===== src/rtl/iomem_pkg.sv =====
// Shared types and constants for the iomem two-master arbiter.
// Holds the FSM state enum, bus widths, the request bundle and the error read value.
package iomem_pkg;

    localparam int IOMEM_AW = 32;
    localparam int IOMEM_DW = 32;

    localparam logic [IOMEM_DW-1:0] IOMEM_ERR_RDATA = 32'hDEAD_BEEF;

    typedef enum logic [1:0] {
        IDLE,
        BUSY,
        RESP
    } iomem_state_e;

    typedef struct packed {
        logic [3:0]          wstrb;
        logic [IOMEM_AW-1:0] addr;
        logic [IOMEM_DW-1:0] wdata;
    } iomem_req_t;

endpackage


===== src/rtl/iomem_watchdog.sv =====
// Transaction watchdog: counts enabled cycles, flags expiry at TIMEOUT-1.
// Ports: clk, resetn, clr (sync clear), en (count), expired (terminate now).
module iomem_watchdog #(
    parameter int TIMEOUT = 1024
) (
    input  logic clk,
    input  logic resetn,
    input  logic clr,
    input  logic en,
    output logic expired
);

    // TIMEOUT=0 disables the watchdog; keep a 1-bit counter so widths stay legal.
    localparam int CW = (TIMEOUT > 0) ? $clog2(TIMEOUT + 1) : 1;
    localparam logic [CW-1:0] LAST = (TIMEOUT > 0) ? CW'(TIMEOUT - 1) : '0;
    localparam logic [CW-1:0] SAT  = CW'(TIMEOUT);

    logic [CW-1:0] cnt;

    always_ff @(posedge clk or negedge resetn) begin
        if (!resetn) begin
            cnt <= '0;
        end else if (clr) begin
            cnt <= '0;
        end else if (en && (cnt != SAT)) begin
            cnt <= cnt + 1'b1;
        end
    end

    assign expired = (TIMEOUT != 0) && en && (cnt == LAST);

endmodule


===== src/rtl/iomem_arbiter.sv =====
// Round-robin arbiter for two iomem masters onto one registered peripheral port.
// Ports: m0_*/m1_* master side, iomem_* peripheral side, bus_err* timeout diagnostics.
module iomem_arbiter
    import iomem_pkg::*;
#(
    parameter int                  TIMEOUT   = 1024,
    parameter logic [IOMEM_DW-1:0] ERR_RDATA = IOMEM_ERR_RDATA
) (
    input  logic                clk,
    input  logic                resetn,

    input  logic                m0_valid,
    input  logic [3:0]          m0_wstrb,
    input  logic [IOMEM_AW-1:0] m0_addr,
    input  logic [IOMEM_DW-1:0] m0_wdata,
    output logic                m0_ready,
    output logic [IOMEM_DW-1:0] m0_rdata,

    input  logic                m1_valid,
    input  logic [3:0]          m1_wstrb,
    input  logic [IOMEM_AW-1:0] m1_addr,
    input  logic [IOMEM_DW-1:0] m1_wdata,
    output logic                m1_ready,
    output logic [IOMEM_DW-1:0] m1_rdata,

    output logic                iomem_valid,
    output logic [3:0]          iomem_wstrb,
    output logic [IOMEM_AW-1:0] iomem_addr,
    output logic [IOMEM_DW-1:0] iomem_wdata,
    input  logic                iomem_ready,
    input  logic [IOMEM_DW-1:0] iomem_rdata,

    output logic                bus_err,
    output logic                bus_err_master,
    output logic [IOMEM_AW-1:0] bus_err_addr,
    output logic                timeout_pulse,
    input  logic                err_clr
);

    iomem_state_e state_q, state_d;

    logic                last_grant;
    logic                gnt_q;
    logic                gnt_sel;
    logic                do_grant;
    logic                do_done;
    logic                do_tout;
    logic                wd_expired;
    iomem_req_t          m0_req, m1_req, sel_req, req_q;
    logic [IOMEM_DW-1:0] rdata_q;

    assign m0_req = '{wstrb: m0_wstrb, addr: m0_addr, wdata: m0_wdata};
    assign m1_req = '{wstrb: m1_wstrb, addr: m1_addr, wdata: m1_wdata};

    // On a tie the master that did not win last time gets the bus.
    assign gnt_sel = m1_valid & (~m0_valid | ~last_grant);
    assign sel_req = gnt_sel ? m1_req : m0_req;

    always_comb begin
        state_d  = state_q;
        do_grant = 1'b0;
        do_done  = 1'b0;
        do_tout  = 1'b0;
        unique case (state_q)
            IDLE: begin
                if (m0_valid || m1_valid) begin
                    do_grant = 1'b1;
                    state_d  = BUSY;
                end
            end
            BUSY: begin
                if (iomem_ready) begin
                    do_done = 1'b1;
                    state_d = RESP;
                end else if (wd_expired) begin
                    do_tout = 1'b1;
                    state_d = RESP;
                end
            end
            RESP: begin
                state_d = IDLE;
            end
            default: begin
                state_d = IDLE;
            end
        endcase
    end

    always_ff @(posedge clk or negedge resetn) begin
        if (!resetn) begin
            state_q <= IDLE;
        end else begin
            state_q <= state_d;
        end
    end

    iomem_watchdog #(
        .TIMEOUT (TIMEOUT)
    ) u_wd (
        .clk     (clk),
        .resetn  (resetn),
        .clr     (do_grant),
        .en      (state_q == BUSY),
        .expired (wd_expired)
    );

    always_ff @(posedge clk or negedge resetn) begin
        if (!resetn) begin
            last_grant  <= 1'b1;
            gnt_q       <= 1'b0;
            req_q       <= '0;
            iomem_valid <= 1'b0;
            rdata_q     <= '0;
        end else begin
            if (do_grant) begin
                last_grant  <= gnt_sel;
                gnt_q       <= gnt_sel;
                req_q       <= sel_req;
                iomem_valid <= 1'b1;
            end
            if (do_done) begin
                rdata_q     <= iomem_rdata;
                iomem_valid <= 1'b0;
            end
            if (do_tout) begin
                rdata_q     <= ERR_RDATA;
                iomem_valid <= 1'b0;
            end
        end
    end

    // A timeout in the same cycle as err_clr keeps the flag set.
    always_ff @(posedge clk or negedge resetn) begin
        if (!resetn) begin
            bus_err        <= 1'b0;
            bus_err_master <= 1'b0;
            bus_err_addr   <= '0;
            timeout_pulse  <= 1'b0;
        end else begin
            timeout_pulse <= do_tout;
            if (do_tout) begin
                bus_err        <= 1'b1;
                bus_err_master <= gnt_q;
                bus_err_addr   <= req_q.addr;
            end else if (err_clr) begin
                bus_err        <= 1'b0;
                bus_err_master <= 1'b0;
                bus_err_addr   <= '0;
            end
        end
    end

    assign iomem_wstrb = req_q.wstrb;
    assign iomem_addr  = req_q.addr;
    assign iomem_wdata = req_q.wdata;

    assign m0_ready = (state_q == RESP) && !gnt_q;
    assign m1_ready = (state_q == RESP) &&  gnt_q;
    assign m0_rdata = m0_ready ? rdata_q : '0;
    assign m1_rdata = m1_ready ? rdata_q : '0;

endmodule


===== config.mk =====
export PLATFORM = sky130hd
export DESIGN_NAME = iomem_arbiter
export DESIGN_NICKNAME = d
export VERILOG_FILES = /design/src/rtl/iomem_pkg.sv /design/src/rtl/iomem_watchdog.sv /design/src/rtl/iomem_arbiter.sv
export SDC_FILE = /design/constraint.sdc
export NUM_CORES = 1
export LEC_CHECK = 0
export ABC_AREA = 0
export BUFFER_PORTS_ARGS = -buffer_cell sky130_fd_sc_hd__buf_2
export CAP_MARGIN = 20
export CORE_MARGIN = 2
export CORE_UTILIZATION = 40
export DETAILED_ROUTE_END_ITERATION = 10
export PLACE_DENSITY_LB_ADDON = 0.2
export SLEW_MARGIN = 20
export SYNTH_ARGS = -nofsm -noshare
export SYNTH_HDL_FRONTEND = slang
export SYNTH_SLANG_ARGS = --single-unit

===== constraint.sdc =====
create_clock -name clk -period 2.3 [get_ports clk]
set_input_delay 0.23 -clock clk [delete_from_list [all_inputs] [get_ports clk]]
set_output_delay 0.23 -clock clk [all_outputs]
set_load 0.02 [all_outputs]

==> results.cfg, run 1 <==
[global_routing]
grt_usage_pct = 19.79
grt_antenna_before_repair = 0
grt_overflow = 0
grt_pass1_vias = 5324
grt_first_pass_wirelength_microns = 28880
grt_max_degree = 89

[worst_setup_path]
r2r-start = u_wd.cnt[1]
cp-startpoint = state_q[0]
crit_end = m1_rdata[11]
crit_path_end_kind = output pin
r2r_end = rdata_q[1]
start_kind = flip-flop
setup.worst_path.class = flip-flop to output pin
cp.arrival_ps = 1780
path_max_fanout = 33
r2r_slack_ps = 500
required_ps = 2070
reg2reg_depth = 6

[timing]
rsz0062_at_grt = no
finalCritPeriodShare_pct = 87.19
fin_skew_ps = 7.553
max_clock_freq_mhz = 498.7
post-route-min-period_ps = 2005
setup_viol = 0
tns_ps = 0
relSlewSlack_pct = 51.04
worst_pin_slew_ps = 734.4
finalHoldViolations = 0
slew_viol_final = 0

[route]
route.vias.total = 5688
drc = 0
wl_microns = 19210
viasPerCell = 4.724
drtAntennaViolNets = 0
wl_per_cell_microns = 15.95
firstDrtPassIters = 4
drt_iter0_drc = 239

[synthesis]
yosys.area_share.simple_pct = 15.99
synthCells = 632
post_synth_fa_ha_maj_area_fraction_pct = 0.3492
ys_seq_area_share_pct = 52.75
synth_nets = 808
synth_top_family_by_area = multiplexers
synth_compound_area_share_pct = 10.09
synthXorXnorAreaFrac_pct = 0.8556
synth_edf_count = 0
ys_seq_elements = 151
synthMuxAreaShare_pct = 16.34
ys_async_sr_fraction_pct = 100.0
yosysWarnings = 0
synth_cell_types = 47
synthesis.area_sq_mm = 0.007166
syn_area_per_cell_sq_um = 11.34
synth_top_flop_cell = dfrtp_1

[finish]
synthToLayoutAreaGrowth_pct = 35.55
antenna_cells = 0
final-seq-area_sq_mm = 0.003780
mostFrequentLayoutCells = buf_2 (342), dfrtp_1 (150), nand2_1 (73), mux2i_1 (69), o21ai_0 (67)
drive_above_1_share_pct = 44.23
final_common_cell = buf_2
nets = 1142
fill_cells = 1576
multi_input_area_sq_mm = 0.003154

[power_and_ir_drop]
p_leak_nw = 5.206
peakVddDrop_v = 0.0006159
power.total_mw = 10.94
powerDensity_mw_per_mm2 = 1126

[clocking]
htree_levels = 4
cts_buffers = 17
path_clk_slew_ps = 60
cts_sinks = 151
postCtsSetupRepairBufs = 0
cts_resized = 0
clk_latency_ps = 420
cts_tree = yes
clockRootBuffer = clkbuf_16
clockBufferDepth = 2

[status]
status = finished clean

[floorplan]
die_area_sq_mm = 0.01900
ios = 344
fp.dieH_microns = 137.8
placementRows = 48
start_util_pct = 41.14
core_area_sq_mm = 0.01742
fp.dieW_microns = 137.8

[job]
maxCapViolCount = 0

[min_path]
hold_class = primary input to flip-flop

[placement]
port_buffers = 343
gp_congestion = 0.8104
hpwlAfterDp_microns = 14140
-- critical path, stage by stage, from the launching register on --
cell and delay [ps]:
dfrtp_1 470, and3b_1 250, buf_4 270, and2_1 190, buf_2 170
-- sequential cells by signal, indices dropped and copies added, names as in the netlist, 2 cells and up --
name	count
bus_err_addr	32
iomem_addr	32
iomem_wstrb	4
rdata_q	32
u_wd.cnt	11
iomem_wdata	32
state_q	2
-- routing by layer --
| layer | part of all wire [%] | GRT usage, % |
|---|---|---|
| met1 | 44 | 26.10 |
| met2 | 49 | 32.34 |
| met3 | 5.7 | 4.562 |
| met4 | 1.6 | 6.236 |
| met5 | 0 | 0 |
-- synthesized netlist by cell type, types with 5 or more instances --
cell      number  area share [%]
clkbuf_1      18            0.94
mux2i_1       69             9.6
nor2b_1       34             3.0
a22o_1         9             1.1
o21ai_1        5            0.35
buf_2         17             1.2
o22a_1        24             2.9
nand3_1        5            0.35
mux2_4        29             6.1
nand2_1       73             3.8
nor2_1        11            0.58
and2_1        66             5.8
o21ai_0       67             4.7
dfrtp_1      150              52
-- cell type report --
type	count	area share (%)
sequential	151	38.92
multi-input combinational	434	32.47
clock buffer	18	4.418
inverter	5	0.2448
tap	225	2.898
timing repair buffer	357	19.49
clock inverter	14	1.559
-- report_power, final --
group	leakage (nW)	switching, mW	internal [mW]	total, mW
combinational	3.03	2.51	1.45	3.96
sequential	1.90	0.652	3.59	4.25
clock	0.281	1.13	1.61	2.73
total	5.21	4.29	6.65	10.9
-- worst min path at each step --
stage	slack, ps	cells after the start	start	endpoint
after floorplan	-70	0	resetn	bus_err
after global placement	240	1	resetn	bus_err_addr[2]
after detailed placement	240	1	resetn	bus_err_addr[2]
after CTS	20	2	iomem_rdata[24]	rdata_q[24]
after global routing	30	2	iomem_rdata[24]	rdata_q[24]
final	40	2	iomem_rdata[24]	rdata_q[24]
-- stage by stage --
stage	setup slack (ps)	instance area (sq um)	hold slack (ps)	utilization, %	instances
after floorplan	602.3	7166	-65.59	-	632
after global placement	570.5	9123	240.1	52.38	1171
after detailed placement	525.0	9123	235.3	52.38	1171
after CTS	268.2	9713	20.89	55.77	1204
after global routing	220.1	9713	30.34	55.77	1204
final	294.7	9713	37.94	55.77	1204
-- cell families after synthesis --
family / after synthesis
compound gates: 114
xor+xnor: 7
fa+ha+maj: 2
buf+inv: 47
flops: 151
mux: 102
simple gates: 209
-- timing repair --
action | in CTS | in global routing
hold buffers | 1 | 0
endpoints found under the hold margin | 50 | 0
setup endpoints to repair | 0 | 0
(Power assumes the default switching activity.)
==> inputs of run 2 (changes only) <==
--- a/config.mk
+++ b/config.mk
@@ -5,7 +5,6 @@
 export SDC_FILE = /design/constraint.sdc
 export NUM_CORES = 1
 export LEC_CHECK = 0
-export ABC_AREA = 0
 export BUFFER_PORTS_ARGS = -buffer_cell sky130_fd_sc_hd__buf_2
 export CAP_MARGIN = 20
 export CORE_MARGIN = 2
@@ -15,4 +14,5 @@
 export SLEW_MARGIN = 20
 export SYNTH_ARGS = -nofsm -noshare
 export SYNTH_HDL_FRONTEND = slang
+export SYNTH_HIERARCHICAL = 1
 export SYNTH_SLANG_ARGS = --single-unit
==> constraint.sdc (replaced) <==
create_clock -name clk -period 1.9 [get_ports clk]
set_input_delay 0.19 -clock clk [delete_from_list [all_inputs] [get_ports clk]]
set_output_delay 0.19 -clock clk [all_outputs]
set_load 0.02 [all_outputs]
==> run 2 against run 1 <==
Compared with the run above: the run now ends with negative setup slack left; critical path depth increased by 5; largest cell class unchanged; highest routed layer unchanged; combinational power increased by 53%; flip-flop and latch count unchanged; critical path type is now flip-flop to flip-flop; synthesized area increased by 1.6%; design area increased by 11%; hold slack got worse by 21 ps; first-iteration DRC count decreased by 4.2%; via count increased by 6.5%; utilization increased by 4.3 points.
==> results.cfg, run 2 <==
[status]
status = complete, but fails checks
violations = negative setup slack

[floorplan]
fp.dieW_microns = 138.9
start_util_pct = 40.66
placementRows = 49
die_area_sq_mm = 0.01929
ios = 344
core_area_sq_mm = 0.01790
fp.dieH_microns = 138.9

[finish]
nets = 1168
final_common_cell = buf_2
antenna_cells = 0
fin_area_sq_mm = 0.01076
drive_above_1_share_pct = 58.61
final_core_util_pct = 60.09
synthToLayoutAreaGrowth_pct = 47.81
mostFrequentLayoutCells = buf_2 (291), dfrtp_1 (150), mux2_2 (98), buf_4 (73)

[global_routing]
grt_usage_pct = 20.62
grt_pass1_vias = 6122
grt_overflow = 0
grt_antenna_before_repair = 0
grt_max_degree = 54
grt_first_pass_wirelength_microns = 31990

[route]
drtAntennaViolNets = 0
route.vias.total = 6059
viasPerCell = 4.910
firstDrtPassIters = 4
drt_iter0_drc = 229
wl_per_cell_microns = 16.48
drc = 0
wl_microns = 20340

[min_path]
hold_class = primary input to flip-flop

[timing]
worst_slack_ps = -20.36
relSlewSlack_pct = 74.01
setup_viol = 10
max_clock_freq_mhz = 520.7
slew_viol_final = 0
tns_ps = -57.06
finalCritPeriodShare_pct = 101.1
worst_pin_slew_ps = 389.9
finalHoldViolations = 0
post-route-min-period_ps = 1920
rsz0062_at_grt = yes
fin_skew_ps = 13.15

[worst_setup_path]
path_cells = nor2b_2 -> nand4_1 -> nor4_2 -> nor2b_2 -> and4bb_4 -> buf_12 -> clkbuf_16 -> nand2_1 -> o21ai_1
required_ps = 2240
crit_family = simple AND/OR/NAND/NOR gates
path_max_fanout = 9
start_kind = flip-flop
setup.worst_path.class = flip-flop to flip-flop
slowest_stage = dfrtp_1
crit_path_end_kind = flip-flop
path_common_cell = nor2b_2
cp.arrival_ps = 2260
r2r_slack_ps = -20
path_buf_inv = 2
cpPeakStageDelay_ps = 390

[synthesis]
ys_seq_elements = 151
synth_top_flop_cell = dfrtp_1
synth_most_common_cell = dfrtp_1
synthCells = 595
synth.area.top_cells = dfrtp_1 (52%), mux2_2 (15%), mux2_4 (8.5%)
yosysTopAreaCell = dfrtp_1
ys_seq_area_share_pct = 51.93
yosys-top-cells-count = dfrtp_1 (150), mux2_2 (98), nand2_1 (72)
yosysWarnings = 6
ys_async_sr_fraction_pct = 100.0
synth_edf_count = 0
synth_nets = 771
synthesis.area_sq_mm = 0.007278
synth_cell_types = 45
syn_area_per_cell_sq_um = 12.23
yosysTopAreaCellShare_pct = 51.57

[clocking]
cts_sinks = 151
cts_buffers = 17
cts_tree = yes
path_clk_slew_ps = 70
clockBufferDepth = 2
htree_levels = 4
clk_latency_ps = 420
clockRootBuffer = clkbuf_16

[power_and_ir_drop]
power.total_mw = 14.35
p_comb_share_pct = 42.3
power.share.clock_pct = 21.9
powerDensity_mw_per_mm2 = 1334
sw_frac_of_total_pct = 36.60
p_switching_mw = 5.251
p_int_mw = 9.095
peakVddDrop_v = 0.0007699
p_seq_share_pct = 35.8
p_leak_nw = 5.368

[job]
maxCapViolCount = 0

[placement]
port_buffers = 343
dpl_worst_slack_ps = -35.07
gp_congestion = 0.7887
place_area_sq_mm = 0.009472
hpwlAfterDp_microns = 14190
==> run 2: logic make-up after synthesis <==
logic type	after synthesis	synth area share, %
flops	151	51.93
mux	143	24.22
compound gates	81	7.805
xor+xnor	2	0.2407
simple gates	170	12.31
fa+ha+maj	2	0.3438
buf+inv	46	3.146
==> run 2: area by class of cell <==
cell class,count,area [sq um]
repair buffers,416,2746
clock inverters,14,115.1
fillers,1527,7144
multi-input cells,398,3356
clock buffers,18,439.2
flip-flops and latches,151,3780
well taps,229,286.5
inverters,8,35.03
==> run 2: through the flow <==
stage	instances	hold WS [ps]
global placement	1159	128.3
floorplan	595	-105.6
finish	1234	17.14
CTS	1227	3.844
global route	1234	4.797
detailed placement	1159	125.9
==> run 2: final timing paths <==
check | startpoint | endpoint | cells after the start
setup / recovery | state_q[1] | bus_err_addr[12] | 9
hold / removal | iomem_rdata[30] | rdata_q[30] | 2
setup reg to reg | state_q[1] | bus_err_addr[12] | 9
hold reg to reg | bus_err | bus_err | 1
max in group asynchronous | resetn | bus_err_addr[7] | 3
min in group asynchronous | resetn | iomem_wstrb[0] | 2
==> run 2: routing by layer <==
| layer | global-route usage [%] | vias to the layer above | share of wire [%] |
|---|---|---|---|
| met2 | 35.99 | 239 | 51 |
| met1 | 24.86 | 2909 | 40 |
| li1 | - | 2877 | - |
| met5 | 0 | - | 0 |
| met4 | 6.167 | 0 | 2.2 |
| met3 | 5.836 | 34 | 6.6 |
==> run 2: timing repair <==
item | CTS | global route
hold endpoints to repair | 62 | 0
pin swaps | 3 | 14
cloned | 2 | 5
endpoints found under the setup margin | 60 | 129
buffers inserted | 6 | 6
gates resized for setup | 7 | 93
hold buffers | 28 | 0
==> run 2: power by group through the flow <==
stage	clock network, mW	registers, mW	logic, mW
3_5_place_dp	0	5.16	5.85
6_report	3.14	5.14	6.07
4_1_cts	3.21	5.12	5.94
5_1_grt	3.38	5.32	6.48
2_1_floorplan	0	5.99	2.94
3_3_place_gp	0	5.14	5.79
==> inputs of run 3 (changes only) <==
--- a/config.mk
+++ b/config.mk
@@ -10,6 +10,7 @@
 export CORE_MARGIN = 2
 export CORE_UTILIZATION = 40
 export DETAILED_ROUTE_END_ITERATION = 10
+export MAX_ROUTING_LAYER = met4
 export PLACE_DENSITY_LB_ADDON = 0.2
 export SLEW_MARGIN = 20
 export SYNTH_ARGS = -nofsm -noshare
==> run 3 against run 2 <==
Compared with the run above: the flow still finishes with violations (negative setup slack); flip-flop and latch count unchanged; register-to-register slack about the same; via count decreased by 0.48%; final cell count unchanged; routed wire length increased by 0.43%; first-iteration DRC count decreased by 7.9%; clock skew hardly changed; total power about the same; largest cell class unchanged; largest power group unchanged.
==> results.cfg, run 3 (same netlist as run 2, synthesis figures left out) <==
[placement]
hpwlAfterDp_microns = 14190
gp_congestion = 0.7998
port_buffers = 343
dpl_worst_slack_ps = -35.07

[clocking]
clockRootBuffer = clkbuf_16
cts_buffers = 17
clockBufferDepth = 2
cts_tree = yes
path_clk_slew_ps = 70
clk_latency_ps = 420
htree_levels = 4
cts_sinks = 151

[worst_setup_path]
setup.worst_path.class = flip-flop to flip-flop
path_max_fanout = 9
cp.arrival_ps = 2250
crit_path_end_kind = flip-flop
required_ps = 2230
start_kind = flip-flop

[power_and_ir_drop]
p_int_mw = 9.095
powerDensity_mw_per_mm2 = 1333
power.total_mw = 14.34
power.share.clock_pct = 21.8
sw_frac_of_total_pct = 36.59
p_switching_mw = 5.247
p_leak_nw = 5.368
peakVddDrop_v = 0.0007686
p_comb_share_pct = 42.3
p_seq_share_pct = 35.9

[route]
drc = 0
drt_iter0_drc = 211
route.vias.total = 6030
wl_per_cell_microns = 16.55
firstDrtPassIters = 4
wl_microns = 20430
drtAntennaViolNets = 0
viasPerCell = 4.887

[timing]
fin_skew_ps = 12.74
slew_viol_final = 0
fin_hold_ws_ps = 17.45
relSlewSlack_pct = 73.63
rsz0062_at_grt = yes
setup_viol = 4
tns_ps = -33.88
worst_pin_slew_ps = 395.5
finalCritPeriodShare_pct = 101.0
post-route-min-period_ps = 1920
finalHoldViolations = 0
worst_slack_ps = -19.76
max_clock_freq_mhz = 520.9

[floorplan]
fp.dieH_microns = 138.9
core_area_sq_mm = 0.01790
ios = 344
placementRows = 49
fp.dieW_microns = 138.9
die_area_sq_mm = 0.01929
start_util_pct = 40.66

[job]
maxCapViolCount = 0

[global_routing]
grt_max_degree = 54
grt_overflow = 0
grt_pass1_vias = 6124
grt_antenna_before_repair = 0
grt_usage_pct = 21.23
grt_first_pass_wirelength_microns = 31950

[status]
violations = negative setup slack
status = complete, but fails checks

[finish]
mostFrequentLayoutCells = buf_2 (291), dfrtp_1 (150), mux2_2 (98), buf_4 (73)
synthToLayoutAreaGrowth_pct = 47.81
final_common_cell = buf_2
nets = 1168
drive_above_1_share_pct = 58.61
antenna_cells = 0

[min_path]
hold_class = primary input to flip-flop
[run 3: final cells by class]
| cell class | count | area, sq um |
|---|---|---|
| Clock buffer | 18 | 439.2 |
| Sequential cell | 151 | 3780 |
| Fill cell | 1527 | 7144 |
| Clock inverter | 14 | 115.1 |
| Timing Repair Buffer | 416 | 2746 |
| Tap cell | 229 | 286.5 |
| Inverter | 8 | 35.03 |
| Multi-Input combinational cell | 398 | 3356 |
[run 3: routing by layer]
layer  share of wire (%)  vias up  global-route usage [%]
li1                    -     2875                       -
met1                  41     2894                   25.11
met2                  51      227                   36.04
met3                 5.7       34                   5.318
met4                 2.1        0                   6.167
met5                   0        -                       -
[run 3: critical path: stages, from the launching register on]
cell and delay, ps:
dfrtp_1 390, nor2b_2 120, nand4_1 120, nor4_2 310, nor2b_2 200, and4bb_4 270, buf_12 150, clkbuf_16 160
nand2_1 50, o21ai_1 80
[run 3: path summary, 6_finish.rpt]
path	start	endpoint	slack [ps]	depth (start not counted)
max	state_q[1]	bus_err_addr[12]	-20	9
min	iomem_rdata[30]	rdata_q[30]	20	2
max reg2reg	state_q[1]	bus_err_addr[12]	-20	9
min reg2reg	bus_err	bus_err	480	1
max in group asynchronous	resetn	u_wd/cnt[10]	980	3
min in group asynchronous	resetn	iomem_wstrb[0]	250	2
[run 3: repair_timing]
item / CTS / global route
hold buffers: 28 / 0
buffers inserted: 6 / 6
gates resized for setup: 7 / 93
cloned: 2 / 5
hold endpoints to repair: 62 / 0
pin swaps: 3 / 14
endpoints found under the setup margin: 60 / 129
[run 3: through the flow]
step,area (sq um),std cells,utilization (%)
after floorplan,7330,595,-
after global placement,9472,1159,52.91
after detailed placement,9472,1159,52.91
after CTS,10430,1227,58.23
after global routing,10760,1234,60.09
final,10760,1234,60.09
[run 3: power by group through the flow]
stage	sequential (mW)	combinational [mW]	clock [mW]
after floorplan	5.99	2.94	0
after global placement	5.14	5.79	0
after detailed placement	5.16	5.85	0
after CTS	5.12	5.94	3.21
after global routing	5.32	6.48	3.38
final	5.14	6.07	3.13
